[src/rtl/seq_compare.sv]
// Serial magnitude comparator: walks two latched 32-bit operands STEP bits per cycle, MSB chunk
// first, and stops at the first differing chunk.
module seq_compare #(
    parameter int STEP = 4
) (
    input  logic        clk,
    input  logic        rst,
    input  logic        start,
    input  logic [31:0] a,
    input  logic [31:0] b,
    input  logic        sgn,
    output logic        busy,
    output logic        done,
    output logic        c1,
    output logic        c0
);

    localparam int N  = 32 / STEP;
    localparam int IW = (N > 1) ? $clog2(N) : 1;

    localparam logic [IW-1:0] IDX_TOP = IW'(N - 1);

    localparam logic [1:0] S_IDLE = 2'b00;
    localparam logic [1:0] S_RUN  = 2'b01;
    localparam logic [1:0] S_DONE = 2'b10;

    logic [1:0]      r_state;
    logic [31:0]     r_a;
    logic [31:0]     r_b;
    logic            r_sgn;
    logic [IW-1:0]   r_idx;
    logic            r_c1;
    logic            r_c0;

    logic [1:0]      w_state_nxt;
    logic [31:0]     w_a_nxt;
    logic [31:0]     w_b_nxt;
    logic            w_sgn_nxt;
    logic [IW-1:0]   w_idx_nxt;
    logic            w_c1_nxt;
    logic            w_c0_nxt;

    logic [31:0]     w_a_ord;
    logic [31:0]     w_b_ord;
    logic [4:0]      w_shamt;
    logic [STEP-1:0] w_a_chunk;
    logic [STEP-1:0] w_b_chunk;
    logic            w_lt;
    logic            w_gt;

    // Flipping the sign bits maps two's-complement order onto unsigned order.
    assign w_a_ord   = {r_a[31] ^ r_sgn, r_a[30:0]};
    assign w_b_ord   = {r_b[31] ^ r_sgn, r_b[30:0]};
    assign w_shamt   = 5'(r_idx) * 5'(STEP);
    assign w_a_chunk = STEP'(w_a_ord >> w_shamt);
    assign w_b_chunk = STEP'(w_b_ord >> w_shamt);
    assign w_lt      = (w_a_chunk < w_b_chunk);
    assign w_gt      = (w_a_chunk > w_b_chunk);

    always_comb begin
        w_state_nxt = r_state;
        w_a_nxt     = r_a;
        w_b_nxt     = r_b;
        w_sgn_nxt   = r_sgn;
        w_idx_nxt   = r_idx;
        w_c1_nxt    = r_c1;
        w_c0_nxt    = r_c0;

        case (r_state)
            S_IDLE, S_DONE: begin
                if (start) begin
                    w_state_nxt = S_RUN;
                    w_a_nxt     = a;
                    w_b_nxt     = b;
                    w_sgn_nxt   = sgn;
                    w_idx_nxt   = IDX_TOP;
                    w_c1_nxt    = 1'b0;
                    w_c0_nxt    = 1'b0;
                end else begin
                    w_state_nxt = S_IDLE;
                end
            end
            S_RUN: begin
                if (w_lt) begin
                    w_state_nxt = S_DONE;
                    w_c1_nxt    = 1'b1;
                    w_c0_nxt    = 1'b0;
                end else if (w_gt) begin
                    w_state_nxt = S_DONE;
                    w_c1_nxt    = 1'b0;
                    w_c0_nxt    = 1'b1;
                end else if (r_idx == '0) begin
                    w_state_nxt = S_DONE;
                    w_c1_nxt    = 1'b1;
                    w_c0_nxt    = 1'b1;
                end else begin
                    w_idx_nxt = r_idx - 1'b1;
                end
            end
            default: begin
                w_state_nxt = S_IDLE;
            end
        endcase
    end

    always_ff @(posedge clk or posedge rst) begin
        if (rst) begin
            r_state <= S_IDLE;
            r_a     <= '0;
            r_b     <= '0;
            r_sgn   <= 1'b0;
            r_idx   <= IDX_TOP;
            r_c1    <= 1'b0;
            r_c0    <= 1'b0;
        end else begin
            r_state <= w_state_nxt;
            r_a     <= w_a_nxt;
            r_b     <= w_b_nxt;
            r_sgn   <= w_sgn_nxt;
            r_idx   <= w_idx_nxt;
            r_c1    <= w_c1_nxt;
            r_c0    <= w_c0_nxt;
        end
    end

    assign busy = (r_state == S_RUN);
    assign done = (r_state == S_DONE);
    assign c1   = r_c1;
    assign c0   = r_c0;

endmodule

[config.mk]
export PLATFORM = sky130hd
export DESIGN_NAME = seq_compare
export DESIGN_NICKNAME = d
export VERILOG_FILES = /design/src/rtl/seq_compare.sv
export SDC_FILE = /design/constraint.sdc
export NUM_CORES = 1
export LEC_CHECK = 0
export BUFFER_PORTS_ARGS = -buffer_cell sky130_fd_sc_hd__buf_2
export CORE_ASPECT_RATIO = 0.9
export CORE_MARGIN = 5
export CORE_UTILIZATION = 45
export CTS_CLUSTER_DIAMETER = 50
export DETAILED_ROUTE_END_ITERATION = 8
export HOLD_SLACK_MARGIN = 0.03
export PLACE_DENSITY = 0.72
export SLEW_MARGIN = 15
export SYNTH_ARGS = -nofsm -noshare
export SYNTH_HDL_FRONTEND = slang
export SYNTH_SLANG_ARGS = --single-unit
[constraint.sdc]
create_clock -name clk -period 3.1 [get_ports clk]
set_clock_uncertainty 0.05 [all_clocks]
set_input_delay 0.775 -clock clk [delete_from_list [all_inputs] [get_ports clk]]
set_output_delay 0.775 -clock clk [all_outputs]
set_load 0.02 [all_outputs]
Yosys cells after proc, flatten, opt, wreduce, memory -nomap -nowiden
Cells that the tools add are included.
- register bits after elaboration: 72
- latch bits: 0
- RAM bits: 0
- memory bits (read-only): 0
- input bits: 68
- output and inout port bits: 4
- word-level logic and storage cells: 46
- memories kept: 0
- add/sub/neg operators: 1
- multiply operators: 0
- divide/modulo/power cells: 0
- magnitude comparators: 2
- equal/unequal tests: 7
- shifts and indexed selects: 2
- muxes and demuxes: 18
- bitwise gates (word level): 2
- reductions and logical operators: 7
- operator list (cell ; number):
    32-bit by 5-bit >> shifter with 4-bit output ; 2
    3-bit two-way mux ; 4
    2-bit != test (second input constant) ; 4
    1-bit two-way mux ; 7
    2-bit two-way mux ; 3
    3-bit case mux with 2 select lines ; 1
    5-bit AND reduction ; 1
    4-bit > comparator ; 1
    4-bit < comparator ; 1
    4-bit by 1-bit != test with 1-bit output (second input constant) ; 1
    1-bit case mux with 2 select lines ; 2
    2-bit case mux with 2 select lines ; 1
    3-bit zero test ; 1
    3-bit AND reduction ; 1
    3-bit by 1-bit subtractor with 3-bit output (second input constant) ; 1
    2-bit by 1-bit equality test with 1-bit output (second input constant) ; 1
    2-bit equality test (second input constant) ; 1
    2-bit zero test ; 1
    2-bit AND reduction ; 1
    2-bit nonzero test ; 1
    2-bit OR reduction ; 1
    1-bit XOR ; 2

Logic depth before layout (Yosys ltp)
- word-level depth: 6
- mapped depth: 10
- mapped depth without buffers: 9

Worst setup path before layout
No wires, ideal clock.
- path kind: register to register
- from: register r_idx[1]
- to: register r_idx[1]
- data arrival time: 2.551 ns
- required time: 2.975 ns
- slack: 0.424 ns
- cell stages (with the launch flop): 10
- buffers on the path: 2
- path through: dfstp_2 > clkbuf_1 > buf_2 > mux4_1 > mux2_2 > ha_1 > nand2_1 > or3_1 > nor3_2 > mux2i_1
- word-level cells in the longest chain between the ends: 5
- RTL lines (item ; RTL line ; RTL):
    start, declared ; 31 ; logic [IW-1:0] r_idx;
    start signal, assigned ; 120 ; r_idx <= w_idx_nxt;
    parallel branches: the longest is 5 deep, another holds 4-bit > comparator ; -- ;
Parallel ways; which one is timed is not known. The select of a mux whose other input is x is not followed.
A chain may end at the register's enable or synchronous reset.

Worst setup path after layout
- from: register r_idx[0]
- to: register r_idx[1]
The elaborated chain is that of the path after synthesis.

==> run metrics <==
Final Cycle Share 0.9395; Gate Count Post-Synth 223; slowest stage delay, CP 0.74 ns; setup TNS 0 ns; met1 global-route usage 0.2060; Synth top area share 0.5072; LEAKAGE 1.877 nW; site row count 30; fraction of layout cells with a size suffix above 1 0.5861; DP HPWL 4.824 mm; Port Buf Inserts 71; min-delay worst type reg -> reg; initial antenna violation count 0; Mapped Area 3405 sq um; GPL Wtd Cong 0.9010; Die Footprint 9407 sq um; Final Hold Fails 0; design area 4050 sq um; CORE AREA 7470 sq um; Die X 101.7 um; Placement Cell Area 3854 sq um; RSZ-0062 raised after global routing no; die height 92.52 um; Worst Tran Pin Value 0.7007 ns; met2 GRT Util 0.2326; min Tclk post-route 2.913 ns; most frequent cells in the layout 71 x buf_2, 69 x dfrtp_1, 68 x mux2_2; final setup vio count 0; CP Launch Type flop; max frequency 0.3433 GHz; CTS hold repair buffers 0; first-pass GRT wire length 11.02 mm; Slowest-stage cell, CP dfstp_4; area growth from synthesis to layout 18.96%; Avg Cell Area, Syn 15.27 sq um; Max Cap Viol 0; #FFs+latches synth 72; Worst Setup End Kind flop; CP Max Fanout 13; clk slew on worst S/H paths 0.07 ns; largest net degree at the start of global routing 43; Setup CP Type reg -> reg; leading cell type in the layout, fill and taps excluded buf_2; cell taking the most area after synthesis dfrtp_1; CTS tree yes; Via density 5.231; Post-Syn Nets 297; antenna viol nets, final 0; Clock power frac 0.239; crit-path leading delay family multiplexers; nets@finish 371; Crit path arrival time 3.13 ns; post-synthesis sequential area ratio 0.5303; root buffer cell clkbuf_8; Logic pwr share 0.303; fin. max-slew vios 0; WL final 6.430 mm; Crit path buffers/inverters 0; Wirelength per Cell 16.16 um; fill cell count 633; most area-consuming cells after synthesis dfrtp_1 51%, mux2_2 22%, mux4_2 7.3%; outcome finished clean; total gr overflow 0; Initial DRT Pass Iterations 4; Most Used Layer, Global Route met2; ant diodes 0; Flop pwr share 0.459; Tot GR Track Use 0.1543; Relative slew margins 0.5322; Top Ports 72; Pint 2.070 mW; number of global-route vias before repair 2209; Clock Sinks 72; DRT iter0 DRCs 82; number of buffers created by CTS 9; Worst VDD drop 0.3633 mV; synth warn 0; Clock Latency Late Sink 0.34 ns; clock buffer depth 2; count of cell types in the netlist 29; M3 GR Usage 0.05798; routed vias 2082; Remaining DRCs 0; CP cell instances mux4_1, mux2_2, ha_1, nand2_1, or3_1, nor3_2, mux2i_1; Sw Ratio 0.2877; initial core utilization 0.4558; PD cells 717.6 nW/um^2; Worst Path Required 3.32 ns; Net Sw Power 836.1 uW; CTS H-tree depth 3
power groups by stage:
stage	clock network [mW]	registers, mW	logic (mW)
floorplan	0	1.28	0.733
global placement	0	1.35	0.855
detailed placement	0	1.35	0.879
CTS	0.719	1.33	0.884
global route	0.765	1.37	0.976
finish	0.694	1.33	0.880
flip-flops by register name, indices dropped and copies added (netlist names):
register and flops:
r_idx 3, c0 1, r_sgn 1, r_a 32, r_b 32, c1 1, r_state 2
path summary, 6_finish.rpt:
check,cells past startpoint,slack [ns],startpoint,end
max,7,0.19,r_idx[0],r_idx[1]
min,1,0.46,r_a[12],r_a[12]
max reg2reg,7,0.19,r_idx[0],r_idx[1]
min reg2reg,1,0.46,r_a[12],r_a[12]
max in group asynchronous,3,1.80,rst,r_idx[2]
min in group asynchronous,2,0.49,rst,r_a[17]
routing by layer:
metal,part of all wire,up-vias
met4,0.0064,0
li1,-,971
met2,0.49,49
met3,0.052,4
met5,0,-
met1,0.45,1058
cells by family (layout without fill, tap and decap cells):
family	Yosys count	count (layout)	synth area share
xor gates and xnor gates	2	2	0.005146
adders and majority gates	6	6	0.02205
DFF	72	72	0.5303
and+or+nand+nor	21	21	0.03198
AOI/OAI and AO/OA	11	11	0.02315
muxes	90	90	0.3539
buffers and inverters	21	100	0.03344
through the flow:
stage / total power [mW] / util / hold slack [ns] / std cells / setup slack (ns)
floorplan: 2.014 / - / 0.4218 / 223 / 0.4239
global placement: 2.204 / 0.5159 / 0.4349 / 382 / 0.1874
detailed placement: 2.229 / 0.5159 / 0.4428 / 382 / 0.09565
CTS: 2.936 / 0.5410 / 0.4600 / 398 / 0.07893
global route: 3.106 / 0.5422 / 0.4731 / 398 / 0.06868
finish: 2.907 / 0.5422 / 0.4573 / 398 / 0.1874
cell usage after synthesis:
| cell type | count |
|---|---|
| xor2_1 | 2 |
| or3_1 | 1 |
| dfstp_2 | 3 |
| nor2_1 | 3 |
| clkbuf_1 | 1 |
| buf_6 | 2 |
| ha_1 | 6 |
| and2_1 | 2 |
| a21oi_1 | 2 |
| nand2b_1 | 2 |
| a221o_1 | 1 |
| nand2_1 | 7 |
| mux2_2 | 68 |
| o21a_1 | 1 |
| mux2i_1 | 6 |
| and3_1 | 1 |
| mux4_1 | 5 |
| nor2b_1 | 3 |
| mux4_2 | 11 |
| buf_4 | 3 |
| buf_2 | 7 |
| nor3_1 | 1 |
| a31oi_1 | 1 |
| inv_1 | 8 |
| o31ai_1 | 2 |
| o211ai_1 | 1 |
| dfrtp_1 | 69 |
| a21o_1 | 3 |
| nor3_2 | 1 |
worst register-to-register path, stage by stage (launching register included):
cell and delay [ns]:
dfstp_4 0.74, mux4_1 0.60, mux2_2 0.29, ha_1 0.27, nand2_1 0.08, or3_1 0.41, nor3_2 0.19, mux2i_1 0.21
area by class of cell:
cell class	count	area (sq um)	share of cell area
flip-flops and latches	72	1809	0.4467
inverters	8	30.03	0.007414
repair buffers	76	405.4	0.1001
multi-input cells	130	1498	0.3698
clock buffers	10	127.6	0.03151
well taps	96	120.1	0.02966
clock inverters	6	60.06	0.01483
what timing repair did:
item | CTS | global route
setup buffers | 0 | 0
setup endpoints to repair | 0 | 1
gates resized for setup | 0 | 2
(Power assumes the default switching activity.)
